--- src/rtl/vadd_seq_pkg.sv ---
// ============================================================================
//  Module   : vadd_seq_pkg
//  Brief    : Shared types, constants and beat-geometry helpers for the
//             vector add/min/max/compare issue sequencer.
//  Revision : 1.0 - initial release
// ============================================================================
`default_nettype none

package vadd_seq_pkg;

    // Element-width encoding carried on cmd_sew / alu_sew
    localparam logic [1:0] SEW_8  = 2'd0;
    localparam logic [1:0] SEW_16 = 2'd1;
    localparam logic [1:0] SEW_32 = 2'd2;
    localparam logic [1:0] SEW_64 = 2'd3;

    // Op-select bit that marks a mask-producing (compare) operation
    localparam int OPSEL_MASK_BIT = 8;

    typedef enum logic [1:0] {
        IDLE  = 2'd0,
        ISSUE = 2'd1,
        DRAIN = 2'd2
    } state_e;

    // Elements carried by one 64-bit beat
    function automatic int unsigned elems_per_beat(input logic [1:0] sew);
        return 32'd8 >> sew;
    endfunction

    // ceil(vl / epb); epb is a power of two so the divide is a shift
    function automatic int unsigned beat_count(input logic [1:0] sew,
                                               input int unsigned vl);
        return (vl + elems_per_beat(sew) - 32'd1) >> (2'd3 - sew);
    endfunction

endpackage

`default_nettype wire

--- src/rtl/vadd_seq_if.sv ---
// ============================================================================
//  Module   : vadd_seq_if
//  Brief    : Command, operand-stream and ALU-issue bundle of the sequencer.
//             master = sequencer side, slave = environment side.
//  Revision : 1.0 - initial release
// ============================================================================
`default_nettype none

interface vadd_seq_if #(
    parameter int DATA_WIDTH  = 64,
    parameter int BE_WIDTH    = DATA_WIDTH / 8,
    parameter int ADDR_WIDTH  = 32,
    parameter int OPSEL_WIDTH = 9,
    parameter int VL_WIDTH    = 16
);
    logic                   cmd_valid;
    logic                   cmd_ready;
    logic [OPSEL_WIDTH-1:0] cmd_opsel;
    logic [1:0]             cmd_sew;
    logic [VL_WIDTH-1:0]    cmd_vl;
    logic [ADDR_WIDTH-1:0]  cmd_addr;

    logic                   opnd_valid;
    logic                   opnd_ready;
    logic [DATA_WIDTH-1:0]  opnd_vec0;
    logic [DATA_WIDTH-1:0]  opnd_vec1;

    logic                   alu_valid;
    logic [DATA_WIDTH-1:0]  alu_vec0;
    logic [DATA_WIDTH-1:0]  alu_vec1;
    logic [1:0]             alu_sew;
    logic [OPSEL_WIDTH-1:0] alu_opsel;
    logic [ADDR_WIDTH-1:0]  alu_addr;
    logic [2:0]             alu_start_idx;
    logic                   alu_req_start;
    logic                   alu_req_end;
    logic [BE_WIDTH-1:0]    alu_be;

    logic                   busy;
    logic                   done;

    modport master (
        input  cmd_valid, cmd_opsel, cmd_sew, cmd_vl, cmd_addr,
        input  opnd_valid, opnd_vec0, opnd_vec1,
        output cmd_ready, opnd_ready,
        output alu_valid, alu_vec0, alu_vec1, alu_sew, alu_opsel, alu_addr,
        output alu_start_idx, alu_req_start, alu_req_end, alu_be,
        output busy, done
    );

    modport slave (
        output cmd_valid, cmd_opsel, cmd_sew, cmd_vl, cmd_addr,
        output opnd_valid, opnd_vec0, opnd_vec1,
        input  cmd_ready, opnd_ready,
        input  alu_valid, alu_vec0, alu_vec1, alu_sew, alu_opsel, alu_addr,
        input  alu_start_idx, alu_req_start, alu_req_end, alu_be,
        input  busy, done
    );

endinterface

`default_nettype wire

--- src/rtl/vadd_seq_geom.sv ---
// ============================================================================
//  Module   : vadd_seq_geom
//  Brief    : Combinational beat geometry: beat count and last-beat
//             byte-enable derived from element width and vector length.
//  Revision : 1.0 - initial release
// ============================================================================
`default_nettype none

module vadd_seq_geom
    import vadd_seq_pkg::*;
#(
    parameter int VL_WIDTH = 16,
    parameter int BE_WIDTH = 8
) (
    input  logic [1:0]          i_sew,
    input  logic [VL_WIDTH-1:0] i_vl,
    output logic [VL_WIDTH-1:0] o_beats,
    output logic [BE_WIDTH-1:0] o_last_be
);

    logic [3:0]          w_epb;
    logic [2:0]          w_elem_mask;
    logic [2:0]          w_vl_m1_lo;
    logic [3:0]          w_last_elems;
    logic [3:0]          w_last_bytes;
    logic [BE_WIDTH-1:0] w_be_shift;

    assign w_epb       = 4'(elems_per_beat(i_sew));
    assign w_elem_mask = 3'(w_epb - 4'd1);

    // epb divides 8, so ((vl-1) mod epb) only needs the low three bits of vl
    assign w_vl_m1_lo   = i_vl[2:0] - 3'd1;
    assign w_last_elems = {1'b0, w_vl_m1_lo & w_elem_mask} + 4'd1;
    assign w_last_bytes = w_last_elems << i_sew;

    // Shifting all-ones by 8 clears the vector, so a full last beat gives FF
    assign w_be_shift = {BE_WIDTH{1'b1}} << w_last_bytes;
    assign o_last_be  = ~w_be_shift;

    assign o_beats = VL_WIDTH'(beat_count(i_sew, 32'(i_vl)));

endmodule

`default_nettype wire

--- src/rtl/vadd_issue_seq.sv ---
// ============================================================================
//  Module   : vadd_issue_seq
//  Brief    : Issue sequencer for the vector add/min/max/compare ALU pipe.
//             Latches one command, issues one ALU beat per operand pair and
//             pulses done once the final beat has left the ALU pipe.
//             Optional macro VADD_SEQ_MASK_EN enables mask-op sequencing.
//  Revision : 1.0 - initial release
// ============================================================================
`default_nettype none

module vadd_issue_seq
    import vadd_seq_pkg::*;
#(
    parameter int DATA_WIDTH  = 64,
    parameter int BE_WIDTH    = DATA_WIDTH / 8,
    parameter int ADDR_WIDTH  = 32,
    parameter int OPSEL_WIDTH = 9,
    parameter int VL_WIDTH    = 16,
    parameter int ALU_LATENCY = 6
) (
    input  logic       clk,
    input  logic       rst,
    vadd_seq_if.master bus
);

    localparam int CNT_W = $clog2(ALU_LATENCY + 1);

    state_e                 r_state;
    state_e                 w_next_state;
    logic [OPSEL_WIDTH-1:0] r_opsel;
    logic [1:0]             r_sew;
    logic [ADDR_WIDTH-1:0]  r_base;
    logic [VL_WIDTH-1:0]    r_beats;
    logic [VL_WIDTH-1:0]    r_beat_idx;
    logic [BE_WIDTH-1:0]    r_last_be;
    logic [CNT_W-1:0]       r_drain_cnt;

    logic [VL_WIDTH-1:0]    w_beats;
    logic [BE_WIDTH-1:0]    w_last_be;
    logic                   w_cmd_hs;
    logic                   w_opnd_hs;
    logic                   w_last_beat;
    logic [ADDR_WIDTH-1:0]  w_beat_addr;
    logic [BE_WIDTH-1:0]    w_beat_be;
    logic [2:0]             w_start_idx;
    logic [DATA_WIDTH-1:0]  w_vec0;
    logic [DATA_WIDTH-1:0]  w_vec1;

    vadd_seq_geom #(
        .VL_WIDTH (VL_WIDTH),
        .BE_WIDTH (BE_WIDTH)
    ) u_geom (
        .i_sew     (bus.cmd_sew),
        .i_vl      (bus.cmd_vl),
        .o_beats   (w_beats),
        .o_last_be (w_last_be)
    );

    assign w_cmd_hs    = bus.cmd_valid  && (r_state == IDLE);
    assign w_opnd_hs   = bus.opnd_valid && (r_state == ISSUE);
    assign w_last_beat = (r_beat_idx == r_beats - VL_WIDTH'(1));
    assign w_vec0      = bus.opnd_vec0;
    assign w_vec1      = bus.opnd_vec1;

`ifdef VADD_SEQ_MASK_EN
    logic w_is_mask;
    assign w_is_mask = r_opsel[OPSEL_MASK_BIT];

    // Per-beat address/enable/start index; mask ops pack 8 beats per byte
    always_comb begin
        w_beat_addr = r_base + (ADDR_WIDTH'(r_beat_idx) << 3);
        w_beat_be   = w_last_beat ? r_last_be : {BE_WIDTH{1'b1}};
        w_start_idx = 3'd0;
        if (w_is_mask) begin
            w_beat_addr = r_base + ADDR_WIDTH'(r_beat_idx >> 3);
            w_beat_be   = {BE_WIDTH{1'b1}};
            w_start_idx = r_beat_idx[2:0];
        end
    end
`else
    // Per-beat address/enable/start index; every op uses data addressing
    always_comb begin
        w_beat_addr = r_base + (ADDR_WIDTH'(r_beat_idx) << 3);
        w_beat_be   = w_last_beat ? r_last_be : {BE_WIDTH{1'b1}};
        w_start_idx = 3'd0;
    end
`endif

    // Next-state and state-decoded handshake/status outputs
    always_comb begin
        w_next_state   = r_state;
        bus.cmd_ready  = 1'b0;
        bus.opnd_ready = 1'b0;
        bus.busy       = 1'b0;
        bus.done       = 1'b0;
        case (r_state)
            IDLE: begin
                bus.cmd_ready = 1'b1;
                if (bus.cmd_valid) begin
                    w_next_state = (bus.cmd_vl == '0) ? DRAIN : ISSUE;
                end
            end
            ISSUE: begin
                bus.opnd_ready = 1'b1;
                bus.busy       = 1'b1;
                if (bus.opnd_valid && w_last_beat) begin
                    w_next_state = DRAIN;
                end
            end
            DRAIN: begin
                bus.busy = 1'b1;
                if (r_drain_cnt == '0) begin
                    bus.done     = 1'b1;
                    w_next_state = IDLE;
                end
            end
            default: w_next_state = IDLE;
        endcase
    end

    // State register, command latch, beat counter and drain countdown
    always_ff @(posedge clk) begin
        if (rst) begin
            r_state     <= IDLE;
            r_opsel     <= '0;
            r_sew       <= '0;
            r_base      <= '0;
            r_beats     <= '0;
            r_last_be   <= '0;
            r_beat_idx  <= '0;
            r_drain_cnt <= '0;
        end else begin
            r_state <= w_next_state;
            if (w_cmd_hs) begin
                r_opsel     <= bus.cmd_opsel;
                r_sew       <= bus.cmd_sew;
                r_base      <= bus.cmd_addr;
                r_beats     <= w_beats;
                r_last_be   <= w_last_be;
                r_beat_idx  <= '0;
                // Only matters for vl==0, which skips straight to DRAIN
                r_drain_cnt <= CNT_W'(1);
            end else if (w_opnd_hs) begin
                r_beat_idx <= r_beat_idx + VL_WIDTH'(1);
                if (w_last_beat) begin
                    r_drain_cnt <= CNT_W'(ALU_LATENCY);
                end
            end else if ((r_state == DRAIN) && (r_drain_cnt != '0)) begin
                r_drain_cnt <= r_drain_cnt - CNT_W'(1);
            end
        end
    end

    // Registered ALU beat; every field is zero on cycles with no handshake
    always_ff @(posedge clk) begin
        if (rst || !w_opnd_hs) begin
            bus.alu_valid     <= 1'b0;
            bus.alu_vec0      <= '0;
            bus.alu_vec1      <= '0;
            bus.alu_sew       <= '0;
            bus.alu_opsel     <= '0;
            bus.alu_addr      <= '0;
            bus.alu_start_idx <= '0;
            bus.alu_req_start <= 1'b0;
            bus.alu_req_end   <= 1'b0;
            bus.alu_be        <= '0;
        end else begin
            bus.alu_valid     <= 1'b1;
            bus.alu_vec0      <= w_vec0;
            bus.alu_vec1      <= w_vec1;
            bus.alu_sew       <= r_sew;
            bus.alu_opsel     <= r_opsel;
            bus.alu_addr      <= w_beat_addr;
            bus.alu_start_idx <= w_start_idx;
            bus.alu_req_start <= (r_beat_idx == '0);
            bus.alu_req_end   <= w_last_beat;
            bus.alu_be        <= w_beat_be;
        end
    end

endmodule

`default_nettype wire

--- src/flat_wrapper.sv ---
// flat-port wrapper written by rule: the top's interface ports become plain ports
module vadd_issue_seq_flat import vadd_seq_pkg::*;
#(
    parameter int DATA_WIDTH  = 64,
    parameter int BE_WIDTH    = DATA_WIDTH / 8,
    parameter int ADDR_WIDTH  = 32,
    parameter int OPSEL_WIDTH = 9,
    parameter int VL_WIDTH    = 16,
    parameter int ALU_LATENCY = 6
)
  (clk, rst, bus_cmd_valid, bus_cmd_opsel, bus_cmd_sew, bus_cmd_vl, bus_cmd_addr, bus_opnd_valid, bus_opnd_vec0, bus_opnd_vec1, bus_cmd_ready, bus_opnd_ready, bus_alu_valid, bus_alu_vec0, bus_alu_vec1, bus_alu_sew, bus_alu_opsel, bus_alu_addr, bus_alu_start_idx, bus_alu_req_start, bus_alu_req_end, bus_alu_be, bus_busy, bus_done);
  vadd_seq_if #(.DATA_WIDTH(DATA_WIDTH), .BE_WIDTH(BE_WIDTH), .ADDR_WIDTH(ADDR_WIDTH), .OPSEL_WIDTH(OPSEL_WIDTH), .VL_WIDTH(VL_WIDTH)) bus_i ();
  input  logic clk;
  input  logic rst;
  input wire logic [$bits(bus_i.cmd_valid)-1:0] bus_cmd_valid;
  input wire logic [$bits(bus_i.cmd_opsel)-1:0] bus_cmd_opsel;
  input wire logic [$bits(bus_i.cmd_sew)-1:0] bus_cmd_sew;
  input wire logic [$bits(bus_i.cmd_vl)-1:0] bus_cmd_vl;
  input wire logic [$bits(bus_i.cmd_addr)-1:0] bus_cmd_addr;
  input wire logic [$bits(bus_i.opnd_valid)-1:0] bus_opnd_valid;
  input wire logic [$bits(bus_i.opnd_vec0)-1:0] bus_opnd_vec0;
  input wire logic [$bits(bus_i.opnd_vec1)-1:0] bus_opnd_vec1;
  output wire logic [$bits(bus_i.cmd_ready)-1:0] bus_cmd_ready;
  output wire logic [$bits(bus_i.opnd_ready)-1:0] bus_opnd_ready;
  output wire logic [$bits(bus_i.alu_valid)-1:0] bus_alu_valid;
  output wire logic [$bits(bus_i.alu_vec0)-1:0] bus_alu_vec0;
  output wire logic [$bits(bus_i.alu_vec1)-1:0] bus_alu_vec1;
  output wire logic [$bits(bus_i.alu_sew)-1:0] bus_alu_sew;
  output wire logic [$bits(bus_i.alu_opsel)-1:0] bus_alu_opsel;
  output wire logic [$bits(bus_i.alu_addr)-1:0] bus_alu_addr;
  output wire logic [$bits(bus_i.alu_start_idx)-1:0] bus_alu_start_idx;
  output wire logic [$bits(bus_i.alu_req_start)-1:0] bus_alu_req_start;
  output wire logic [$bits(bus_i.alu_req_end)-1:0] bus_alu_req_end;
  output wire logic [$bits(bus_i.alu_be)-1:0] bus_alu_be;
  output wire logic [$bits(bus_i.busy)-1:0] bus_busy;
  output wire logic [$bits(bus_i.done)-1:0] bus_done;
  assign bus_i.cmd_valid = bus_cmd_valid;
  assign bus_i.cmd_opsel = bus_cmd_opsel;
  assign bus_i.cmd_sew = bus_cmd_sew;
  assign bus_i.cmd_vl = bus_cmd_vl;
  assign bus_i.cmd_addr = bus_cmd_addr;
  assign bus_i.opnd_valid = bus_opnd_valid;
  assign bus_i.opnd_vec0 = bus_opnd_vec0;
  assign bus_i.opnd_vec1 = bus_opnd_vec1;
  assign bus_cmd_ready = bus_i.cmd_ready;
  assign bus_opnd_ready = bus_i.opnd_ready;
  assign bus_alu_valid = bus_i.alu_valid;
  assign bus_alu_vec0 = bus_i.alu_vec0;
  assign bus_alu_vec1 = bus_i.alu_vec1;
  assign bus_alu_sew = bus_i.alu_sew;
  assign bus_alu_opsel = bus_i.alu_opsel;
  assign bus_alu_addr = bus_i.alu_addr;
  assign bus_alu_start_idx = bus_i.alu_start_idx;
  assign bus_alu_req_start = bus_i.alu_req_start;
  assign bus_alu_req_end = bus_i.alu_req_end;
  assign bus_alu_be = bus_i.alu_be;
  assign bus_busy = bus_i.busy;
  assign bus_done = bus_i.done;
  vadd_issue_seq #(.DATA_WIDTH(DATA_WIDTH), .BE_WIDTH(BE_WIDTH), .ADDR_WIDTH(ADDR_WIDTH), .OPSEL_WIDTH(OPSEL_WIDTH), .VL_WIDTH(VL_WIDTH), .ALU_LATENCY(ALU_LATENCY)) u_core (.clk(clk), .rst(rst), .bus(bus_i));
endmodule
--- config.mk ---
export PLATFORM = sky130hd
export DESIGN_NAME = vadd_issue_seq_flat
export DESIGN_NICKNAME = d
export VERILOG_FILES = /design/src/rtl/vadd_seq_pkg.sv /design/src/rtl/vadd_seq_if.sv /design/src/rtl/vadd_seq_geom.sv /design/src/rtl/vadd_issue_seq.sv /design/src/flat_wrapper.sv
export SDC_FILE = /design/constraint.sdc
export NUM_CORES = 1
export LEC_CHECK = 0
export ABC_CLOCK_PERIOD_IN_PS = 4600
export CORE_UTILIZATION = 35
export CTS_BUF_LIST = sky130_fd_sc_hd__clkbuf_4 sky130_fd_sc_hd__clkbuf_8
export DETAILED_ROUTE_END_ITERATION = 12
export SYNTH_ARGS = -nofsm -noshare
export SYNTH_HDL_FRONTEND = slang
export SYNTH_SLANG_ARGS = --single-unit
--- constraint.sdc ---
create_clock -name clk -period 4.6 [get_ports clk]
set_input_delay 0.92 -clock clk [delete_from_list [all_inputs] [get_ports clk]]
set_output_delay 0.92 -clock clk [all_outputs]
set_load 0.02 [all_outputs]
* After elaboration in Yosys (flattened, before gate mapping)
Cells that the tools add are included.
Operators by class: multiplexer cells 16, equal/unequal tests 8, add/sub/neg operators 10, bitwise gates (word level) 2, shift-type cells 4, reduce and logical (&&, ||, !) cells 18
Operators with widths (count):
- $add A16 B32 Y32 | 1
- $add A32 B19 Y32 | 1
- $logic_not A16 Y1 | 2
- $shr A32 B2 Y16 | 1
- $shr A4 B2 Y32 const A | 1
- $sub A32 B1 Y32 const B | 1
- $add A16 B1 Y16 const B | 1
- $eq A16 B16 Y1 | 1
- $sub A16 B1 Y16 const B | 1
- $mux W3 | 3
- $sub A3 B1 Y3 const B | 3
- $mux W2 | 4
- $mux W8 | 1
- $not A8 Y8 | 1
- $shl A8 B4 Y8 const A | 1
- $mux W1 | 7
- $ne A2 B2 Y1 const B | 3
- $pmux W2 S3 | 1
- $reduce_bool A3 Y1 | 2
- $add A3 B1 Y4 const B | 1
- $logic_and A1 B1 Y1 | 4
- $reduce_and A2 Y1 | 2
- $reduce_or A2 Y1 | 2
- $shl A4 B2 Y4 | 1
- other kinds (12) | 12
Word-level totals: bits of input ports 191, logic and storage cells 76, register bits after elaboration 270

* Depth between registers and ports, before layout
Gate-level depths: netlist of run 1.
depth in word-level cells 7, depth in mapped cells 15

* Cells and area by module
A second synthesis of run 1 with hierarchy kept.
Second synthesis, totals: cells, all modules 1243, area total of the unflattened synthesis 11185.7 µm²
Modules (own cells, without submodules):
- vadd_issue_seq | cells each 1016, area an instance 9686.8 µm², instances 1
- vadd_seq_geom | cells each 227, area an instance 1498.9 µm², instances 1

* Least setup slack after synthesis of run 1
Ideal clock, no wire load.
path type in2reg, start in bus_cmd_sew[0], end reg u_core.r_beats[6], arrival time 3603 ps, library setup time 132 ps, data required time 4468 ps, path buffers 1, stages 15, slack 865 ps, cell sequence buf_1 > inv_1 > nand2_1 > ha_1 > inv_1 > ha_1 > fa_1 > a21oi_1 > o211ai_1 > a2111oi_0 > nor2_1 > xnor2_1 > mux2_2 > o211ai_1 > a21oi_1
On the way: cells in the longest elaborated chain, start to end 4
Ends and longest elaborated chain:
- from (decl) | RTL line flat_wrapper.sv:17 | input wire logic [$bits(bus_i.cmd_sew)-1:0] bus_cmd_sew;
- $shr A4 B2 Y32 | RTL line vadd_seq_pkg.sv:28 | return 32'd8 >> sew;
- $add A16 B32 Y32 | RTL line vadd_seq_pkg.sv:34 | return (vl + elems_per_beat(sew) - 32'd1) >> (2'd3 - sew);
- $sub A32 B1 Y32 | RTL line vadd_seq_pkg.sv:34
- $shr A32 B2 Y16 * | RTL line vadd_seq_pkg.sv:34
- to (signal assigned) | RTL line vadd_issue_seq.sv:138 | r_beats <= w_beats;
- to (decl) | RTL line vadd_issue_seq.sv:33 | logic [VL_WIDTH-1:0] r_beats;
Mark *: on every way between the ends. The rest lies on a longest branch, timed or not. A chain may end at the register's enable or synchronous reset.

* Worst setup path in the final report of run 1
start in bus_cmd_sew[1], end reg u_core.r_beats[14]
The elaborated chain is that of the path after synthesis.

==> out/qor.txt, run 1 <==
outcome: finished, final reports clean
Net Switching: 0.001963 W
EDFF count, synth: 0
Detailed Routing Iterations Pass 1: 4
wire per inst: 16.29 um
Combinational Power Share: 24.3%
gr ovfl total: 0
post-route cell area: 0.01622 mm^2
clock power share: 35.1%
FF-to-FF setup slack: 1.17 ns
share of the synthesized area in the top cell type: 48.69%
# diodes: 0
total core area: 0.03091 mm^2
CTS buffer count: 46
IO buf count: 376
CTS tree: yes
critical path required time: 5.03 ns
post-place instance area: 0.01520 mm^2
post-synthesis mux area share: 1.116%
Mapped Area: 0.01110 mm^2
fin crit period: 3.907 ns
CTS sink cnt: 270
Util after Layout: 52.48%
hpwl dp: 25,280 um
vias per cell: 4.727
Max Clk Rate: 255.9 MHz
DIE WIDTH: 180.1 um
sw frac: 29.74%
postcts setup bufs: 0
CTS H-tree depth: 2
post-CTS resize count: 0
num ports: 380
Hold Crit Class: flop to flop
Buf/Inv on CP: 3
Final period util: 84.94%
Total Routed Length: 33,080 um
cell taking the most area after synthesis: dfxtp_1
Syn Area/Cell: 9.062 um^2
Die ar.: 0.03243 mm^2
VDD IR max: 0.0002525 V
top post-synthesis cells by area: dfxtp_1 (49%), and2_1 (8.4%), ha_1 (5.9%), nand2_1 (4.7%), a21oi_1 (3.7%)
GRT met3 Usage: 4.204%
flops & latches, synth: 270
Data arrival, critical path: 4.34 ns
Initial Util: 35.91%
met1 global-route usage: 22.70%
synth unique cells: 70
met2 usage: 37.43%
Hold Buf Count CTS: 0
Fillers: 2,907
most frequent CP cell: ha_1
root buf cell: clkbuf_8
Final Hold Viols: 0
family with the most delay on the worst path: compound AO/OA/AOI/OAI gates
crit path max fanout: 5
Synth Area in Compound Gates: 11.28%
GRT busiest layer: met2
Clk Latency, worst-skew pair: 0.55 ns
RSZ-0062 raised after global routing: no
sequential share of the synthesized area: 48.69%
Worst-path clk slew: 0.06 ns
simple-gate portion of the synthesized area: 22.71%
Routability Congestion: 0.8528
Flop pwr share: 40.5%
WHS: 0.4481 ns
CP Capture Type: flop
Post-DRT Antenna Nets: 0
Synth Area in Adders: 6.222%
DRT iter0 DRCs: 402
YS warnings: 0
clk_skew: 0.01483 ns
PwrDens: 407.0 mW/mm^2
MaxCap Viol Count: 0
internal power: 0.004638 W
post-synthesis xor/xnor area fraction: 5.839%
Leak Pwr: 6.538 nW
vias in the first global route: 9,025
layout cells sized above 1: 6.850%
initial antenna violation count: 2
ys flop type: dfxtp_1
CP cell instances: clkdlybuf4s50_1, clkinv_1, nand2_1, ha_1, inv_1, ha_1, a211oi_1, o311ai_1, a211o_1, a41oi_1, xnor2_1, o221ai_1, o221a_2
CP Launch Type: input pin
Final Setup Violations: 0
fin. max-slew vios: 0
ys async rst share: 0%
largest family of logic cells by synthesized area: simple AND/OR/NAND/NOR gates
slowest CP cell: clkdlybuf4s50_1
GRT Total Usage: 19.91%
Crit Path Category: input pin to flop
actual slew at the worst max-slew pin: 1.000 ns
worst rel slew slack: 33.33%
Syn Inst Count: 1,225
Residual DRC: 0
vias: 9,601
die height: 180.1 um
Sum Neg Setup Slack: 0 ns
largest net degree at the start of global routing: 88
row count: 64
worst-case clock buffer depth: 3
first-pass GRT wire length: 51,170 um
Layout area overhead: 46.12%
crit-path max cell delay: 0.57 ns
fin nets: 1,846
-- sequential cells by signal, summed over array words and instances (netlist names), 3 cells and up --
name,count
u_core.bus.alu_addr,32
u_core.bus.alu_be,8
u_core.bus.alu_opsel,9
u_core.bus.alu_vec0,64
u_core.bus.alu_vec1,64
u_core.r_base,32
u_core.r_beat_idx,16
u_core.r_beats,16
u_core.r_drain_cnt,3
u_core.r_last_be,8
u_core.r_opsel,9
-- cell usage after synthesis, drive strengths merged (3+ instances only) --
master / instances
xor2: 35
nand3b: 3
dfxtp: 270
nor2b: 7
a311oi: 3
o21a: 5
nand2: 138
buf: 11
a31oi: 11
nand4: 10
and3: 10
ha: 52
nor3: 16
mux2: 3
nand3: 19
a221oi: 4
o21ai: 31
nor2: 104
or4: 3
clkbuf: 50
a2111oi: 4
inv: 54
mux2i: 9
a211oi: 10
o211ai: 12
or2: 4
nor4: 10
xnor2: 39
nand2b: 8
a41oi: 5
or3: 9
a21oi: 83
a21o: 10
and2: 150
-- final cells by class --
type,count,area [um^2],area share (%)
Clock buffer,69,893.4,5.508
Clock inverter,13,122.6,0.7559
Inverter,56,211.5,1.304
Multi-Input combinational cell,840,5251,32.37
Sequential cell,270,5405,33.32
Tap cell,396,495.5,3.055
Timing Repair Buffer,387,3841,23.68
-- worst paths after layout --
path         cells after the start                       to            startpoint
max                             13       u_core.r_beats[14]        bus_cmd_sew[1]
min                              2        u_core.r_opsel[6]     u_core.r_opsel[6]
max reg2reg                     11  u_core.bus.alu_addr[29]  u_core.r_beat_idx[0]
min reg2reg                      2        u_core.r_opsel[6]     u_core.r_opsel[6]
-- routing by layer --
layer  part of all wire (%)  wire, um
met1                     41     13480
met2                     52     17250
met3                    5.5      1807
met4                    1.5       507
met5                  0.094        31
-- power groups by stage --
stage	clock [W]	combinational (W)	sequential [W]
floorplan	0	0.000935	0.00280
detailed placement	0	0.00161	0.00273
global route	0.00250	0.00177	0.00270
global placement	0	0.00160	0.00272
finish	0.00232	0.00161	0.00268
CTS	0.00239	0.00162	0.00268
-- cells by family (layout without fill, tap and decap cells) --
group / count (synthesis) / count (layout)
mux: 12 / 12
xor+xnor: 74 / 74
other cells: 1 / 3
simple gates: 499 / 499
flops: 270 / 270
fa+ha+maj: 54 / 54
buf+inv: 117 / 525
compound gates: 198 / 198
-- tightest hold or removal path, cell delays in order (launching register included) --
cell	delay, ns
dfxtp_1	0.30
nand2_1	0.05
a21oi_1	0.05
-- cells in the final DEF, fill, tap and decap left out, types with 5 or more instances in the layout --
cell type        Yosys  layout
a211oi_1            10      10
a21o_1              10      10
a21oi_1             83      83
a31oi_1             11      11
a41oi_1              5       5
and2_1             149     149
and3_1              10      10
buf_4                3      11
clkbuf_4             0       9
clkbuf_8             0      60
clkdlybuf4s50_1      0     375
clkinv_2             0      10
dfxtp_1            270     270
ha_1                52      52
inv_1               54      53
mux2i_1              9       9
nand2_1            138     137
nand2b_1             8       8
nand3_1             19      19
nand4_1             10      10
nor2_1             103     103
nor2b_1              7       7
nor3_1              15      15
nor4_1               8       8
o211ai_1            12      12
o21a_1               5       5
o21ai_0             29      29
or3_1                9       9
xnor2_1             39      39
xor2_1              35      35
-- through the flow --
step                      power, W  setup WS [ns]  std cells
after floorplan           0.003731         0.8650       1227
after global placement    0.004317         0.3094       1949
after detailed placement  0.004338         0.2456       1949
after CTS                 0.006685         0.8214       2031
after global routing      0.006967         0.4726       2031
final                     0.006601         0.6928       2031
Note: power is estimated with default switching activity, not from simulation.
==> run 2: changes to the inputs <==
Settings changed: ABC_CLOCK_PERIOD_IN_PS 4600 to 3500, PLACE_DENSITY from default to 0.67.
Clock period 4.6 ns to 3.5 ns, I/O delays scaled along.
==> out/qor.txt, run 2 (synthesis results as in run 1) <==
outcome: finished, final reports clean
CP Launch Point: bus_cmd_sew[1]
MaxCap Viol Count: 0
Combinational Power Share: 25.8%
CTS tree: yes
Post-DRT Antenna Nets: 0
num ports: 380
Residual DRC: 0
hpwl dp: 25,460 um
IO buf count: 376
CTS H-tree depth: 2
root buf cell: clkbuf_8
Total Routed Length: 32,680 um
sw frac: 29.89%
initial antenna violation count: 3
clk_skew: 0.01333 ns
DIE WIDTH: 180.1 um
worst-case clock buffer depth: 3
CP Launch Type: input pin
die height: 180.1 um
row count: 64
CP cell instances: clkdlybuf4s50_1, buf_4, nor2_1, inv_1, ha_1, inv_1, ha_1, a21oi_2, o211a_1, o2111ai_2, a41oi_2, xnor2_1, a22oi_1, and3_1, nor4_1
Clk Latency, worst-skew pair: 0.54 ns
clock power share: 32.8%
Largest regs: u_core.bus.alu_vec0 (64), u_core.bus.alu_vec1 (64)
CP Capture Type: flop
fin crit period: 3.274 ns
DRT iter0 DRCs: 335
internal power: 0.005956 W
Final Hold Viols: 0
Leak Pwr: 6.684 nW
Data arrival, critical path: 3.73 ns
Hold Buf Count CTS: 0
Flop pwr share: 41.4%
Post-Layout Cell Count: 2,068
PwrDens: 514.9 mW/mm^2
Util after Layout: 53.38%
wire per inst: 15.80 um
Hold Crit Class: flop to flop
postcts setup bufs: 0
hold wc startpoint: u_core.r_opsel[5]
Final period util: 93.55%
power after layout: 0.008496 W
fin. max-slew vios: 0
first-pass GRT wire length: 51,550 um
Max Clk Rate: 305.4 MHz
most common cell after layout, fill and taps aside: clkdlybuf4s50_1
VDD IR max: 0.0002827 V
Detailed Routing Iterations Pass 1: 5
fin nets: 1,884
worst rel slew slack: 47.62%
placed insts: 1,989
crit path max fanout: 10
layout cells sized above 1: 9.341%
actual slew at the worst max-slew pin: 0.7776 ns
Net Switching: 0.002540 W
gr ovfl total: 0
CTS sink cnt: 270
vias per cell: 4.690
most frequent cells in the layout: clkdlybuf4s50_1 (375), dfxtp_1 (270), and2_1 (149)
critical path required time: 3.95 ns
post-CTS resize count: 0
Worst-path clk slew: 0.06 ns
Crit Path Category: input pin to flop
Layout area overhead: 48.64%
RSZ-0062 raised after global routing: no
Die ar.: 0.03243 mm^2
Routability Congestion: 0.8695
total core area: 0.03091 mm^2
CTS buffer count: 44
Initial Util: 35.91%
largest net degree at the start of global routing: 65
GRT Total Usage: 20.06%
crit-path max cell delay: 0.47 ns
post-place instance area: 0.01554 mm^2
slowest CP cell: clkdlybuf4s50_1
Final Setup Violations: 0
post-route cell area: 0.01650 mm^2
vias: 9,699
Reg-to-Reg Start: u_core.r_beat_idx[0]
vias in the first global route: 9,555
run 2: through the flow:
| stage | hold slack, ns | TNS (ns) | setup slack [ns] |
|---|---|---|---|
| after floorplan | 0.4229 | 0 | 0.007236 |
| after global placement | 0.4343 | -4.067 | -0.4500 |
| after detailed placement | 0.4402 | -4.814 | -0.4991 |
| after CTS | 0.4511 | 0 | 0.07235 |
| after global routing | 0.4716 | 0 | 0.01402 |
| final | 0.4483 | 0 | 0.2256 |
run 2: power by group through the flow:
stage | clock network (W) | registers, W | logic [W]
after floorplan | 0 | 0.00368 | 0.00123
after CTS | 0.00287 | 0.00352 | 0.00220
after global routing | 0.00302 | 0.00355 | 0.00242
final | 0.00278 | 0.00352 | 0.00220
after global placement | 0 | 0.00358 | 0.00216
after detailed placement | 0 | 0.00358 | 0.00219
run 2: worst max-delay path: cells and delay by family:
kind                     cells  cell delay [ns]
adder cells (fa/ha/maj)      2             0.61
AND/OR/NAND/NOR              3             0.53
XOR/XNOR                     1             0.25
AO/OA/AOI/OAI                5             0.83
buffers and inverters        4             0.80
run 2: worst paths after layout:
check | endpoint | slack (ns) | depth (start not counted)
setup / recovery | u_core.r_beats[15] | 0.23 | 15
setup reg to reg | u_core.bus.alu_addr[31] | 0.34 | 12
hold reg to reg | u_core.r_opsel[5] | 0.45 | 2
hold / removal | u_core.r_opsel[5] | 0.45 | 2
run 2: final cells by class:
class / count / area [um^2]
Antenna cell: 2 / 5.005
Clock buffer: 71 / 877.1
Clock inverter: 6 / 38.79
Fill cell: 2855 / 14410
Inverter: 56 / 211.5
Multi-Input combinational cell: 840 / 5300
Sequential cell: 270 / 5405
Tap cell: 396 / 495.5
Timing Repair Buffer: 427 / 4167
run 2: layer usage:
layer	GRT usage (%)	vias to the layer above	wire [um]
met5	0	-	12
met2	37.32	258	16830
met4	6.530	2	675
li1	-	4901	-
met3	3.800	51	1584
met1	22.92	4487	13570
